[src/rtl/tetris_button_conditioner.sv]
// Button front end: synchronizes and debounces the four raw buttons, then
// produces one-cycle press pulses (with hold-to-repeat) and release pulses.
module tetris_button_conditioner #(
   parameter int DEBOUNCE_CYCLES = 500000,
   parameter int REPEAT_DELAY    = 20000000,
   parameter int REPEAT_PERIOD   = 5000000
) (
   input  logic       CLK,
   input  logic       RST,
   input  logic [3:0] btn_raw,
   input  logic [3:0] repeat_en,
   output logic [3:0] btn_level,
   output logic [3:0] btn_press,
   output logic [3:0] btn_release,
   output logic       any_press
);

   localparam int DW   = $clog2(DEBOUNCE_CYCLES);
   localparam int RMAX = (REPEAT_DELAY > REPEAT_PERIOD) ? REPEAT_DELAY : REPEAT_PERIOD;
   localparam int RW   = $clog2(RMAX);

   localparam logic [DW-1:0] D_LAST      = DW'(DEBOUNCE_CYCLES - 1);
   localparam logic [RW-1:0] DELAY_LAST  = RW'(REPEAT_DELAY - 1);
   localparam logic [RW-1:0] PERIOD_LAST = RW'(REPEAT_PERIOD - 1);

   typedef enum logic [1:0] {IDLE, HOLD, REPEAT} rep_state_t;

   logic [3:0]    s1;
   logic [3:0]    s2;
   logic [DW-1:0] dcnt [4];
   rep_state_t    state [4];
   logic [RW-1:0] rcnt [4];

   logic [3:0] level_next;
   logic [3:0] rise;
   logic [3:0] fall;
   logic [3:0] rep_fire;
   logic [3:0] press_next;
   logic       conflict;

   always_ff @(posedge CLK or posedge RST) begin
      if (RST) begin
         s1 <= '0;
         s2 <= '0;
      end else begin
         s1 <= btn_raw;
         s2 <= s1;
      end
   end

   // Level flips on the edge where the mismatch count is already full, so the
   // FSMs below see the new level in the same cycle it is registered.
   always_comb begin
      level_next = btn_level;
      for (int i = 0; i < 4; i++) begin
         if (s2[i] != btn_level[i] && dcnt[i] == D_LAST)
            level_next[i] = s2[i];
      end
   end

   assign rise     = level_next & ~btn_level;
   assign fall     = ~level_next & btn_level;
   assign conflict = level_next[0] & level_next[1];

   always_ff @(posedge CLK or posedge RST) begin
      if (RST) begin
         btn_level <= '0;
         for (int i = 0; i < 4; i++)
            dcnt[i] <= '0;
      end else begin
         btn_level <= level_next;
         for (int i = 0; i < 4; i++) begin
            if (s2[i] == btn_level[i] || dcnt[i] == D_LAST)
               dcnt[i] <= '0;
            else
               dcnt[i] <= dcnt[i] + 1'b1;
         end
      end
   end

   // Auto-repeat pulses are masked by left/right conflict and by a release,
   // while the initial press pulse from a rising level is never masked.
   always_comb begin
      rep_fire = '0;
      for (int i = 0; i < 4; i++) begin
         case (state[i])
            HOLD:    rep_fire[i] = repeat_en[i] && (rcnt[i] == DELAY_LAST);
            REPEAT:  rep_fire[i] = repeat_en[i] && (rcnt[i] == PERIOD_LAST);
            default: rep_fire[i] = 1'b0;
         endcase
      end
      if (conflict)
         rep_fire[1:0] = 2'b00;
      press_next = rise | (rep_fire & ~fall);
   end

   always_ff @(posedge CLK or posedge RST) begin
      if (RST) begin
         btn_press   <= '0;
         btn_release <= '0;
         any_press   <= 1'b0;
         for (int i = 0; i < 4; i++) begin
            state[i] <= IDLE;
            rcnt[i]  <= '0;
         end
      end else begin
         btn_press   <= press_next;
         btn_release <= fall;
         any_press   <= |press_next;
         for (int i = 0; i < 4; i++) begin
            if (fall[i]) begin
               state[i] <= IDLE;
               rcnt[i]  <= '0;
            end else begin
               case (state[i])
                  IDLE: begin
                     if (rise[i]) begin
                        state[i] <= HOLD;
                        rcnt[i]  <= '0;
                     end
                  end
                  HOLD: begin
                     // With repeat disabled the counter parks at the delay limit.
                     if (rcnt[i] == DELAY_LAST) begin
                        if (repeat_en[i]) begin
                           state[i] <= REPEAT;
                           rcnt[i]  <= '0;
                        end
                     end else begin
                        rcnt[i] <= rcnt[i] + 1'b1;
                     end
                  end
                  REPEAT: begin
                     if (rcnt[i] == PERIOD_LAST)
                        rcnt[i] <= '0;
                     else
                        rcnt[i] <= rcnt[i] + 1'b1;
                  end
                  default: begin
                     state[i] <= IDLE;
                     rcnt[i]  <= '0;
                  end
               endcase
            end
         end
      end
   end

endmodule

[config.mk]
export PLATFORM = sky130hd
export DESIGN_NAME = tetris_button_conditioner
export DESIGN_NICKNAME = d
export VERILOG_FILES = /design/src/rtl/tetris_button_conditioner.sv
export SDC_FILE = /design/constraint.sdc
export NUM_CORES = 1
export LEC_CHECK = 0
export BUFFER_PORTS_ARGS = -buffer_cell sky130_fd_sc_hd__buf_2
export CAP_MARGIN = 40
export CORE_UTILIZATION = 45
export CTS_BUF_LIST = sky130_fd_sc_hd__clkbuf_2
export DETAILED_ROUTE_END_ITERATION = 8
export SLEW_MARGIN = 10
export SYNTH_ARGS = -nofsm -noshare
export SYNTH_HDL_FRONTEND = slang
export SYNTH_SLANG_ARGS = --single-unit
[constraint.sdc]
create_clock -name CLK -period 5.5 [get_ports CLK]
set_input_delay 0.275 -clock CLK [delete_from_list [all_inputs] [get_ports CLK]]
set_output_delay 0.275 -clock CLK [all_outputs]
set_load 0.03 [all_outputs]
---- Word-level counts from Yosys, hierarchy flattened ----
Index checks and enable logic that the tools add are counted.
Widths: inputs -> output; s select.
storage, ports and cells
  input port bits ......................... 10
  output and inout port bits .............. 13
  word-level logic and storage cells ...... 168
  register bits ........................... 205
cells by class
  bitwise operators ....................... 8
  equal/unequal tests ..................... 48
  multiplexer cells ....................... 57
  add/sub/neg operators ................... 8
  reductions and logical operators ........ 29
operator list
  kind                   count
  $mux 25                20
  $pmux 25 s3            4
  $add 25x1->25 const B  4
  $eq 25x23->1 const B   4
  $eq 25x25->1 const B   4
  $add 19x1->19 const B  4
  $eq 19x19->1 const B   4
  $mux 19                4
  $ne 3x3->1 const B     12
  $mux 2                 17
  $pmux 2 s3             4
  $ne 4x4->1 const B     4
  $reduce_and 4->1       4
  $and 4x4->4            3
  $logic_and 1x1->1      12
  $not 4->4              3
  $eq 2x1->1 const B     4
  $eq 2x2->1 const B     4
  $logic_not 2->1        4
  $ne 2x2->1 const B     4
  $pmux 1 s2             4
  $reduce_and 2->1       4
  $eq 1x1->1             4
  $logic_or 1x1->1       4
  other kinds (5)        11

---- Depth between registers and ports, before layout ----
  depth in word-level cells ............... 9
  gate-level depth with buffers ........... 12
  mapped depth without buffers ............ 11

---- Least setup slack after synthesis ----
Ideal clock, no wire load.
  path kind ............................... register -> register
  from .................................... register dcnt[68] (netlist bit)
  to ...................................... register rcnt[81] (netlist bit)
  data required time ...................... 5.379 ns
  stages on the path, launching flop included .. 12
  period minus slack after synthesis ...... 3.344 ns
  arrival ................................. 3.223 ns
  setup time .............................. 0.121 ns
  path buffers ............................ 1
  slack ................................... 2.156 ns
  cell sequence ........................... dfrtp_1 -> or4_1 -> or4_1 -> or3_1 -> and2_1 -> ha_1 -> nor3b_1 -> nand4b_1 -> o21ai_2 -> nor2_1 -> clkbuf_1 -> a22o_1
on the way
  word-level cells in the longest chain between the ends .. 7
  elaborated cells between the ends (all ways) .. 10
  classes of those cells .................. 3 x eq/ne; 2 x mux; 3 x bitwise; 2 x reduce/logical
RTL lines
  element                                                           RTL line  source
  start, declared                                                   30        logic [DW-1:0] dcnt [4];
  start signal, assigned by index                                   76        dcnt[i] <= dcnt[i] + 1'b1;
  $eq 19x19->1 *                                                    56        if (s2[i] != btn_level[i] && dcnt[i] == D_LAST)
  $logic_and 1x1->1 *                                               56
  $mux 1 *                                                          56
  $not 4->4 *                                                       62        assign fall = ~level_next & btn_level;
  $and 4x4->4 *                                                     62
  via fall[0]                                                       36        logic [3:0] fall;
  $ne 4x4->1 (no source line) / $ne 3x3->1 (equally long branches)  -
  $reduce_and 2->1 (no source line)                                 -
  end signal, assigned by index                                     130       rcnt[i] <= rcnt[i] + 1'b1;
  end signal, assigned by index                                     137       rcnt[i] <= rcnt[i] + 1'b1;
  end, declared                                                     32        logic [RW-1:0] rcnt [4];
The timed path passes the listed nets; every way through them passes the cells marked *.
A chain may end at the register's enable or synchronous reset.

---- Worst setup path after layout ----
  from .................................... register dcnt[68] (netlist bit)
  to ...................................... register rcnt[95] (netlist bit)
Same word-level chain as after synthesis.

==> flow_metrics.env <==
export IMPL_power_leakage_nw=5.52
export IMPL_worstMarginPinSlew_ns=0.800
export IMPL_slew_headroom=0.466
export IMPL_vdd_drop_max_v=0.000115
export IMPL_firstDrtPassIters=7
export IMPL_dieArea_mm2=0.0260
export IMPL_hold_viol=0
export IMPL_drcViolationCount=0
export IMPL_fin_tns_setup_ns=0
export IMPL_switching_power_mw=0.701
export IMPL_place_hpwl_mm=16.9
export IMPL_crit_required_ns=6.21
export IMPL_clkTransAtPathRegs_ns=0.11
export IMPL_internal_power_mw=1.95
export IMPL_worst_r2r_endpoint="rcnt[95]"
export IMPL_yosys_area_top_type_share=0.449
export IMPL_rsz0062_at_grt="no"
export IMPL_wire_per_inst_um=15.2
export IMPL_yosysSeqAreaShare=0.449
export IMPL_clock_latency_ns=0.83
export IMPL_via_per_inst=5.64
export IMPL_core_area_mm2=0.0246
export IMPL_synth_edf_count=0
export IMPL_syn_nets=1296
export IMPL_postSynthAreaPerCell_um2=9.10
export IMPL_die_w_um=161
export IMPL_grt_pass1_wl_mm=44.3
export IMPL_ys_types=64
export IMPL_fin_cells=1689
export IMPL_nNetsFinal=1368
export IMPL_critPathMaxFanout=27
export IMPL_hold_depth=0
export IMPL_reg2reg_depth=12
export IMPL_final_util=0.511
export IMPL_dp_cells=1578
export IMPL_clock_sinks=205
export IMPL_r2r_slack_ns=1.63
export IMPL_cts_setup_buffers=0
export IMPL_numCtsBuffers=55
export IMPL_mostFrequentLayoutCell="dfrtp_1"
export IMPL_use_met3=0.0370
export IMPL_layout_drive_gt1_share=0.0982
export IMPL_grt_pass1_vias=9170
export IMPL_antenna_found_initial=1
export IMPL_portBuffers=22
export IMPL_drt_iter0_drc=587
export IMPL_wl_mm=25.6
export IMPL_p_comb_frac=0.027
export IMPL_fin_area_mm2=0.0126
export IMPL_synth_area_leaders="dfrtp_1 45%, nor2_1 5.2%, nand2_1 4.5%, a22o_1 4.4%, nand3_1 3.9%"
export IMPL_overflow=0
export IMPL_layout_min_cycle_time_ns=3.87
export IMPL_r2r_start="dcnt[68]"
export IMPL_status="complete, no violations"
export IMPL_seqPwrFrac=0.574
export IMPL_rows=57
export IMPL_gr_usage_all_layers=0.204
export IMPL_htreeDepth=2
export IMPL_busiest_layer="met2"
export IMPL_swShare=0.264
export IMPL_num_vias=9520
export IMPL_grt_max_degree=143
export IMPL_hp_class="register to register"
export IMPL_antenna_left=0
export IMPL_final_cell_mix="205 x dfrtp_1, 157 x nor2_1, 138 x nand2_1"
export IMPL_layout_setup_ws_ns=1.63
export IMPL_cts_root_buf="clkbuf_2"
export IMPL_floorplan_initialDensity=0.464
export IMPL_setup_viol=0
export IMPL_ys_warn_count=0
export IMPL_worst_hold_path_endpoint="s2[3]"
export IMPL_holdCritStartpoint="s1[3]"
export IMPL_globalRouteMet2Util=0.318
export IMPL_fmax_ghz=0.258
export IMPL_place_congestion=0.839
export IMPL_die_y_um=161
export IMPL_cts_tree="yes"
export IMPL_synthFlopType="dfrtp_1"
export IMPL_synth_async_reset_ratio=1.00
export IMPL_clockPowerShare=0.398
export IMPL_area_growth_pct=10.2
export IMPL_place_area_mm2=0.0119
export IMPL_synth_seq_cells=205
export IMPL_grt_use_met1=0.285
export IMPL_pin_count=23
export IMPL_dp_slack_ns=1.62
export IMPL_ctsLongestPathBuffers=3
export IMPL_fin_worst_skew_ns=0.0353
export IMPL_powerDensity_mw_per_mm2=211
export IMPL_cp_end_kind="register"
export IMPL_netlist_instances=1254
export IMPL_drv_slew=0
export IMPL_path_class="register to register"
export IMPL_cp_arrival_ns=4.58
export IMPL_synth_top_cell_by_area="dfrtp_1"
export IMPL_timing_final_crit_share=0.704
export IMPL_synth_cell_area_mm2=0.0114
export IMPL_critPathLaunchType="register"
export IMPL_drv_cap=0
layer usage:
layer / part of all wire / vias up
li1: - / 4729
met4: 0.021 / 0
met3: 0.033 / 51
met5: 0 / -
met2: 0.46 / 140
met1: 0.49 / 4600
flip-flops by register name, summed over array words and instances, names as in the netlist:
signal / cells
any_press: 1
btn_level: 4
btn_press: 4
btn_release: 4
dcnt: 76
rcnt: 100
s1: 4
s2: 4
state: 8
Yosys cell counts (32+ instances only):
cell,count
a21o_1,38
a22o_1,57
clkbuf_1,32
dfrtp_1,205
ha_1,32
inv_1,44
nand2_1,138
nand3_1,88
nand4_1,43
nor2_1,157
o21ai_0,52
xor2_1,38
worst max-delay path by stage:
stage	startpoint	to	slack, ns
floorplan	dcnt[68]	rcnt[81]	2.16
global placement	dcnt[48]	rcnt[54]	1.69
detailed placement	dcnt[44]	rcnt[68]	1.62
CTS	dcnt[48]	rcnt[68]	1.57
global route	dcnt[68]	rcnt[96]	1.35
finish	dcnt[68]	rcnt[95]	1.63
power groups by stage:
stage / Combinational (mW) / Clock (mW) / Sequential (mW)
floorplan: 0.0441 / 0 / 1.55
CTS: 0.0734 / 1.12 / 1.53
global route: 0.0855 / 1.20 / 1.53
finish: 0.0728 / 1.06 / 1.52
detailed placement: 0.0662 / 0 / 1.55
global placement: 0.0659 / 0 / 1.55
worst max-delay path: stages (launching register included):
cell and delay, ns:
dfrtp_1 0.42, or4_1 0.49, or4_1 0.46, or3_1 0.34, and2_1 0.18, ha_1 0.26, nor3b_1 0.31, nand4b_1 0.18
o21ai_2 0.14, buf_4 0.28, nor2_1 0.16, buf_4 0.20, a221o_1 0.29
stage by stage:
stage | power, mW | hold slack, ns
2_1_floorplan | 1.60 | 0.306
3_3_place_gp | 1.62 | 0.333
3_5_place_dp | 1.62 | 0.336
4_1_cts | 2.72 | 0.194
5_1_grt | 2.81 | 0.321
6_report | 2.66 | 0.347
area by class of cell:
type / count / area (um2)
diodes: 1 / 2.50
clock buffers: 75 / 375
clock inverters: 20 / 104
fillers: 2360 / 12000
inverters: 44 / 169
multi-input cells: 968 / 5980
flip-flops and latches: 205 / 5130
well taps: 324 / 405
repair buffers: 52 / 407
cells by family after synthesis:
family	synth area share
compound gates	0.148
xor+xnor	0.0514
fa+ha+maj	0.0351
buf+inv	0.0268
flops	0.449
mux	0.00625
simple gates	0.283
timing repair:
| item | in CTS | in global routing |
|---|---|---|
| hold buffers | 13 | 1 |
| hold endpoints to repair | 76 | 2 |
| gates resized for setup | 0 | 0 |
Power figures use the tool's default switching activity.
